### src/rtl/axis_hdr_pkg.sv
// Shared state encoding and keep-vector helpers for the AXI-Stream header inserter.
// Helpers operate on a 64-lane keep so one package serves every supported data width.
package axis_hdr_pkg;

    localparam int MAX_BYTES = 64;

    typedef logic [MAX_BYTES-1:0] keep_max_t;

    typedef enum logic [1:0] {
        IDLE   = 2'd0,
        STREAM = 2'd1,
        FLUSH  = 2'd2
    } state_t;

    function automatic int popcount(input keep_max_t keep);
        int c;
        c = 0;
        for (int i = 0; i < MAX_BYTES; i++) begin
            if (keep[i]) c++;
        end
        return c;
    endfunction

    function automatic keep_max_t lsb_mask(input int n);
        keep_max_t m;
        m = '0;
        for (int i = 0; i < MAX_BYTES; i++) begin
            if (i < n) m[i] = 1'b1;
        end
        return m;
    endfunction

    // Top n lanes of an nbytes-wide keep; lane 0 on the wire is the highest bit.
    function automatic keep_max_t msb_mask(input int n, input int nbytes);
        keep_max_t m;
        m = '0;
        for (int i = 0; i < MAX_BYTES; i++) begin
            if (i < nbytes && i >= nbytes - n) m[i] = 1'b1;
        end
        return m;
    endfunction

    function automatic logic is_lsb_contig(input keep_max_t keep);
        return (keep & (keep + keep_max_t'(1))) == '0;
    endfunction

    function automatic logic is_msb_contig(input keep_max_t keep, input int nbytes);
        return is_lsb_contig(~keep & lsb_mask(nbytes));
    endfunction

endpackage

### src/rtl/axis_byte_merge.sv
// Purpose: joins r residue bytes with k payload bytes; yields the head beat, leftover and total t.
// Latency: purely combinational, zero cycles.
// Backpressure: none; the caller decides when results are consumed.
module axis_byte_merge #(
    parameter int DATA_WD      = 32,
    parameter int DATA_BYTE_WD = DATA_WD / 8,
    parameter int BYTE_CNT_WD  = $clog2(DATA_BYTE_WD + 1)
) (
    input  logic [DATA_WD-1:0]     i_res,
    input  logic [BYTE_CNT_WD-1:0] i_r,
    input  logic [DATA_WD-1:0]     i_pay,
    input  logic [BYTE_CNT_WD-1:0] i_k,
    output logic [DATA_WD-1:0]     o_head,
    output logic [DATA_WD-1:0]     o_left,
    output logic [BYTE_CNT_WD:0]   o_t
);

    logic [DATA_WD-1:0]   w_pay;
    logic [DATA_WD-1:0]   w_left;
    logic [2*DATA_WD-1:0] w_cat;
    int                   w_lcnt;

    // Residue is held right-aligned, payload MSB-aligned; shifting the pair
    // left by the residue gap butts the two byte strings together.
    always_comb begin
        w_pay  = '0;
        o_left = '0;
        for (int i = 0; i < DATA_BYTE_WD; i++) begin
            if (i >= DATA_BYTE_WD - int'(i_k)) w_pay[8*i +: 8] = i_pay[8*i +: 8];
        end
        w_cat  = {i_res, w_pay} << (8 * (DATA_BYTE_WD - int'(i_r)));
        o_head = w_cat[2*DATA_WD-1 -: DATA_WD];
        o_t    = {1'b0, i_r} + {1'b0, i_k};
        w_lcnt = int'(o_t) - DATA_BYTE_WD;
        w_left = w_pay >> (8 * (DATA_BYTE_WD - int'(i_k)));
        for (int i = 0; i < DATA_BYTE_WD; i++) begin
            if (i < w_lcnt) o_left[8*i +: 8] = w_left[8*i +: 8];
        end
    end

endmodule

### src/rtl/axis_header_inserter.sv
// Purpose: prepends a 0..N byte header to each packet and repacks payload into full beats.
// Latency: one cycle from payload handshake to valid_out; one extra beat when bytes overflow.
// Backpressure: registered output held while stalled; ready_in follows the free output slot.
module axis_header_inserter
    import axis_hdr_pkg::*;
#(
    parameter int DATA_WD      = 32,
    parameter int DATA_BYTE_WD = DATA_WD / 8,
    parameter int BYTE_CNT_WD  = $clog2(DATA_BYTE_WD + 1)
) (
    input  logic                    clk,
    input  logic                    rst_n,
    input  logic                    valid_in,
    input  logic [DATA_WD-1:0]      data_in,
    input  logic [DATA_BYTE_WD-1:0] keep_in,
    input  logic                    last_in,
    output logic                    ready_in,
    input  logic                    valid_insert,
    input  logic [DATA_WD-1:0]      data_insert,
    input  logic [DATA_BYTE_WD-1:0] keep_insert,
    input  logic [BYTE_CNT_WD-1:0]  byte_insert_cnt,
    output logic                    ready_insert,
    output logic                    valid_out,
    output logic [DATA_WD-1:0]      data_out,
    output logic [DATA_BYTE_WD-1:0] keep_out,
    output logic                    last_out,
    input  logic                    ready_out,
    output logic                    hdr_err
);

    state_t                  r_state, w_state_nxt;
    logic [DATA_WD-1:0]      r_res, w_res_nxt;
    logic [BYTE_CNT_WD-1:0]  r_cnt, w_cnt_nxt;
    logic [DATA_WD-1:0]      r_dat, w_dat_nxt;
    logic [DATA_BYTE_WD-1:0] r_keep, w_keep_nxt;
    logic                    r_vld, w_vld_nxt;
    logic                    r_last, w_last_nxt;
    logic                    r_err, w_err_nxt;

    logic [DATA_WD-1:0]      w_head, w_left;
    logic [BYTE_CNT_WD-1:0]  w_k;
    logic [BYTE_CNT_WD:0]    w_t;
    logic                    w_slot_free, w_hdr_hs, w_pay_hs;

    assign w_slot_free  = !r_vld || ready_out;
    assign ready_insert = rst_n && (r_state == IDLE);
    assign ready_in     = (r_state == STREAM) && w_slot_free;
    assign w_hdr_hs     = valid_insert && ready_insert;
    assign w_pay_hs     = valid_in && ready_in;
    assign w_k          = BYTE_CNT_WD'(popcount(keep_max_t'(keep_in)));

    axis_byte_merge #(
        .DATA_WD      (DATA_WD),
        .DATA_BYTE_WD (DATA_BYTE_WD),
        .BYTE_CNT_WD  (BYTE_CNT_WD)
    ) u_merge (
        .i_res  (r_res),
        .i_r    (r_cnt),
        .i_pay  (data_in),
        .i_k    (w_k),
        .o_head (w_head),
        .o_left (w_left),
        .o_t    (w_t)
    );

    always_comb begin
        w_state_nxt = r_state;
        w_res_nxt   = r_res;
        w_cnt_nxt   = r_cnt;
        w_vld_nxt   = r_vld && !ready_out;
        w_dat_nxt   = r_dat;
        w_keep_nxt  = r_keep;
        w_last_nxt  = r_last;
        w_err_nxt   = r_err;
        case (r_state)
            IDLE: begin
                if (w_hdr_hs) begin
                    w_res_nxt = '0;
                    for (int i = 0; i < DATA_BYTE_WD; i++) begin
                        if (i < int'(byte_insert_cnt)) w_res_nxt[8*i +: 8] = data_insert[8*i +: 8];
                    end
                    w_cnt_nxt   = byte_insert_cnt;
                    w_state_nxt = STREAM;
                    if (!is_lsb_contig(keep_max_t'(keep_insert)) ||
                        popcount(keep_max_t'(keep_insert)) != int'(byte_insert_cnt))
                        w_err_nxt = 1'b1;
                end
            end
            STREAM: begin
                if (w_pay_hs) begin
                    w_vld_nxt = 1'b1;
                    w_dat_nxt = w_head;
                    if (last_in && int'(w_t) <= DATA_BYTE_WD) begin
                        w_keep_nxt  = DATA_BYTE_WD'(msb_mask(int'(w_t), DATA_BYTE_WD));
                        w_last_nxt  = 1'b1;
                        w_state_nxt = IDLE;
                    end else begin
                        w_keep_nxt = '1;
                        w_last_nxt = 1'b0;
                        w_res_nxt  = w_left;
                        if (last_in) begin
                            w_cnt_nxt   = BYTE_CNT_WD'(int'(w_t) - DATA_BYTE_WD);
                            w_state_nxt = FLUSH;
                        end
                    end
                    if (last_in && (keep_in == '0 || !is_msb_contig(keep_max_t'(keep_in), DATA_BYTE_WD)))
                        w_err_nxt = 1'b1;
                end
            end
            FLUSH: begin
                if (w_slot_free) begin
                    w_vld_nxt   = 1'b1;
                    w_dat_nxt   = r_res << (8 * (DATA_BYTE_WD - int'(r_cnt)));
                    w_keep_nxt  = DATA_BYTE_WD'(msb_mask(int'(r_cnt), DATA_BYTE_WD));
                    w_last_nxt  = 1'b1;
                    w_state_nxt = IDLE;
                end
            end
            default: w_state_nxt = IDLE;
        endcase
        // Disabled lanes always leave the block as zero bytes.
        for (int i = 0; i < DATA_BYTE_WD; i++) begin
            if (!w_keep_nxt[i]) w_dat_nxt[8*i +: 8] = 8'h00;
        end
    end

    always_ff @(posedge clk or negedge rst_n) begin
        if (!rst_n) r_state <= IDLE;
        else        r_state <= w_state_nxt;
    end

    always_ff @(posedge clk or negedge rst_n) begin
        if (!rst_n) begin
            r_res  <= '0;
            r_cnt  <= '0;
            r_vld  <= 1'b0;
            r_dat  <= '0;
            r_keep <= '0;
            r_last <= 1'b0;
            r_err  <= 1'b0;
        end else begin
            r_res  <= w_res_nxt;
            r_cnt  <= w_cnt_nxt;
            r_vld  <= w_vld_nxt;
            r_dat  <= w_dat_nxt;
            r_keep <= w_keep_nxt;
            r_last <= w_last_nxt;
            r_err  <= w_err_nxt;
        end
    end

    assign valid_out = r_vld;
    assign data_out  = r_dat;
    assign keep_out  = r_keep;
    assign last_out  = r_last;
    assign hdr_err   = r_err;

endmodule
### config.mk
export PLATFORM = sky130hd
export DESIGN_NAME = axis_header_inserter
export DESIGN_NICKNAME = d
export VERILOG_FILES = /design/src/rtl/axis_hdr_pkg.sv /design/src/rtl/axis_byte_merge.sv /design/src/rtl/axis_header_inserter.sv
export SDC_FILE = /design/constraint.sdc
export NUM_CORES = 1
export LEC_CHECK = 0
export BUFFER_PORTS_ARGS = -buffer_cell sky130_fd_sc_hd__buf_2
export CORE_MARGIN = 2
export CORE_UTILIZATION = 55
export CTS_BUF_LIST = sky130_fd_sc_hd__clkbuf_4 sky130_fd_sc_hd__clkbuf_8
export CTS_CLUSTER_DIAMETER = 40
export CTS_CLUSTER_SIZE = 30
export DETAILED_ROUTE_END_ITERATION = 16
export GPL_ROUTABILITY_DRIVEN = 0
export GPL_TIMING_DRIVEN = 0
export PLACE_DENSITY = 0.78
export SLEW_MARGIN = 5
export SYNTH_ARGS = -nofsm -noshare
export SYNTH_HDL_FRONTEND = slang
export SYNTH_HIERARCHICAL = 1
export SYNTH_SLANG_ARGS = --single-unit
### constraint.sdc
create_clock -name clk -period 7.8 [get_ports clk]
set_clock_uncertainty 0.1 [all_clocks]
set_input_delay 2.34 -clock clk [delete_from_list [all_inputs] [get_ports clk]]
set_output_delay 2.34 -clock clk [all_outputs]
set_load 0.01 [all_outputs]
==> impl_metrics.py <==
metrics = {
    "timing": {
        "fmaxAchievable_mhz": 145,
        "max_slew_margin_pct": 36.3,
        "setup_tns_ps": 0,
        "slew_violations": 0,
        "hold_violations": 0,
        "rsz0062_at_grt": "no",
        "fin_ws_ps": 895,
        "finalSetupViolCount": 0,
        "min_period_ps": 6910,
        "worst_pin_slew_ps": 952,
        "timing.final.crit_share_pct": 88.5,
    },
    "power_and_ir_drop": {
        "power.density_nw_per_um2": 512,
        "finalPower_mw": 4.50,
        "leakage_nw": 3.81,
        "vdd_drop_max_mv": 0.214,
    },
    "critical_path": {
        "cp.required_ps": 7970,
        "critPathMaxStageDelay_ps": 780,
        "cp.buffers_inverters": 5,
        "cp_slowest_cell": "xor2_1",
        "worstPathMaxFanout": 8,
        "worstSetupPathType": "primary input to flop",
        "rrSetupSlack_ps": 3380,
        "cp_data_arrival_time_ps": 7080,
        "cpMostUsedCell": "xor2_1",
        "end_kind": "flop",
        "cp_top_family": "XOR/XNOR gates",
        "path_cells": "buf_2 > inv_1 > ha_1 > xor2_1 > xor2_1 > ha_1 > inv_1 > fa_1 > xor2_1 > inv_1 > ha_1 > a211oi_1 > xor2_1 > or3_1 > clkbuf_1 > nor2_1 > a22o_1 > mux2_2",
        "startpoint_type": "primary input",
    },
    "yosys": {
        "yosysWarningCount": 6,
        "ys_seq_area_share_pct": 24.5,
        "synthArstFlopShare_pct": 100,
        "synth_top_area_share_pct": 24.5,
        "synth_area_leader_cell": "dfrtp_1",
        "synth_area_um2": 7760,
        "synth_commonest_cells": "nor2_1, dfrtp_1, a21oi_1",
        "yosysUniqueCellTypes": 85,
        "synth-edff-count": 0,
        "synth_area_leaders": "dfrtp_1, mux2_2, ha_1",
        "synth-main-ff-cell": "dfrtp_1",
        "synth.most_common_cell": "nor2_1",
        "synthCells": 922,
        "synth_seq_cells": 76,
        "syn_area_per_cell_um2": 8.42,
        "syn_nets": 1032,
    },
    "floorplanning": {
        "die-area_um2": 15100,
        "start_util_pct": 56.1,
        "std_cell_rows": 43,
        "die_h_um": 123,
        "ioPinCount": 122,
        "die_w_um": 123,
        "coreArea_um2": 13800,
    },
    "cells_and_area": {
        "drive_above_1_share_pct": 24.6,
        "fin_area_um2": 8800,
        "area_growth_pct": 13.4,
        "insertedDiodeCount": 0,
        "stdcell_count": 1239,
        "final_nets": 1164,
    },
    "routing": {
        "first_iter_violations": 1664,
        "drt_wl_total_um": 28800,
        "vias_per_cell": 7.07,
        "drc": 0,
        "firstDrtPassIters": 11,
        "detail_route.wl_per_cell_um": 23.3,
        "ant_nets": 0,
        "vias": 8765,
    },
    "job": {
        "maxCapViolations": 0,
    },
    "clock_tree": {
        "cts_resized": 0,
        "clockBufferDepth": 2,
        "clkSinkCount": 76,
        "htreeDepth": 3,
        "root_buffer": "clkbuf_8",
        "cts_tree": "done",
        "clk_latency_ps": 390,
        "numCtsBuffers": 9,
        "clk_pin_slew_ps": 90,
        "holdBufCountCts": 0,
        "post_cts_buffers": 0,
    },
    "grt": {
        "grt_start_max_net_pins": 48,
        "overflow": 0,
        "grt_antenna_before_repair": 0,
        "first_global_vias": 8073,
        "grtUsageTotal_pct": 38.9,
        "grt_pass1_wl_um": 43800,
    },
    "placement": {
        "dp_cells": 1223,
        "pre_cts_slack_ps": 570,
        "postPlaceCellArea_um2": 8620,
        "hpwl_um": 21900,
        "io_buffers": 120,
    },
    "outcome": {
        "status": "completed",
    },
    "hold_path": {
        "hold_class": "flop to flop",
    },
}
-- metrics by stage --
step	utilization [%]	hold slack, ps
after floorplan	-	395
after global placement	62.1	407
after detailed placement	62.3	416
after CTS	63.7	437
after global routing	63.7	460
final	63.7	440
-- state kept, by name, summed over array words and instances (netlist names) --
name,cells
keep_out,4
data_out,32
hdr_err,1
last_out,1
r_cnt,3
valid_out,1
r_res,32
r_state,2
-- report_power, final --
group          switching, mW  total [mW]  internal (mW)
Sequential             0.253       0.802          0.549
Clock                  0.174       0.293          0.119
Combinational           2.12        3.41           1.29
-- final timing paths --
kind                              from      endpoint  cells after the start
hold / removal             data_out[7]   data_out[7]                      1
setup reg to reg              r_cnt[0]  data_out[30]                     13
hold reg to reg            data_out[7]   data_out[7]                      1
min in group asynchronous        rst_n     valid_out                      1
max in group asynchronous        rst_n     r_res[16]                      2
setup / recovery            keep_in[0]     r_res[19]                     18
-- cells by family (layout without fill, tap and decap cells) --
family	after synthesis	count (layout)	synth area share (%)
AOI/OAI and AO/OA	369	369	35.7
and+or+nand+nor	249	249	17.2
buffers and inverters	121	258	7.03
DFF	76	76	24.5
muxes	61	61	8.43
adders and majority gates	29	29	4.77
xor gates and xnor gates	17	17	2.42
-- worst reg2reg max path, cell delays in order (launching register included) --
cell and delay, ps:
dfrtp_1 560, buf_2 290, inv_1 100, clkbuf_1 370, buf_2 350, ha_1 190
buf_2 200, xnor2_1 200, clkbuf_1 320, a221oi_1 820, a211oi_1 220, nor2_1 180
o221ai_1 160, o221a_2 270
-- cell usage in the layout (no fill, tap or decap), types with 5 or more instances in the layout --
cell,n
clkbuf_1,34
xor2_1,9
mux2i_1,26
buf_4,9
nand2b_1,8
a21oi_1,61
nor3_1,10
buf_1,6
nand3b_1,6
o21a_1,10
o221ai_1,18
nor4b_1,5
nor3b_2,8
mux2_2,35
ha_1,28
a22o_1,36
a211oi_1,30
o221a_2,16
o21ai_0,56
a32oi_1,20
inv_1,42
o32ai_1,11
dfrtp_1,76
clkbuf_8,9
nor2b_1,15
nand3_1,16
a31oi_1,21
a221oi_1,28
nand2_1,40
buf_2,143
and2_1,29
nor2_1,83
a22oi_1,16
-- routing by layer --
metal  vias up  share of wire, %  global-route usage (%)
li1       3806                 -                       -
met1      4027                37                    49.3
met2       722                42                    57.7
met3       210                13                    12.8
met4         0               7.7                    22.4
met5         -                 0                       0
-- area by class of cell --
| cell class | count | area, µm² |
|---|---|---|
| repair buffers | 121 | 631 |
| clock buffers | 9 | 124 |
| fillers | 1259 | 5020 |
| flip-flops and latches | 76 | 1900 |
| well taps | 180 | 225 |
| clock inverters | 7 | 58.8 |
| inverters | 44 | 165 |
| multi-input cells | 725 | 5320 |
| plain buffers | 77 | 380 |
Power figures use the tool's default switching activity.
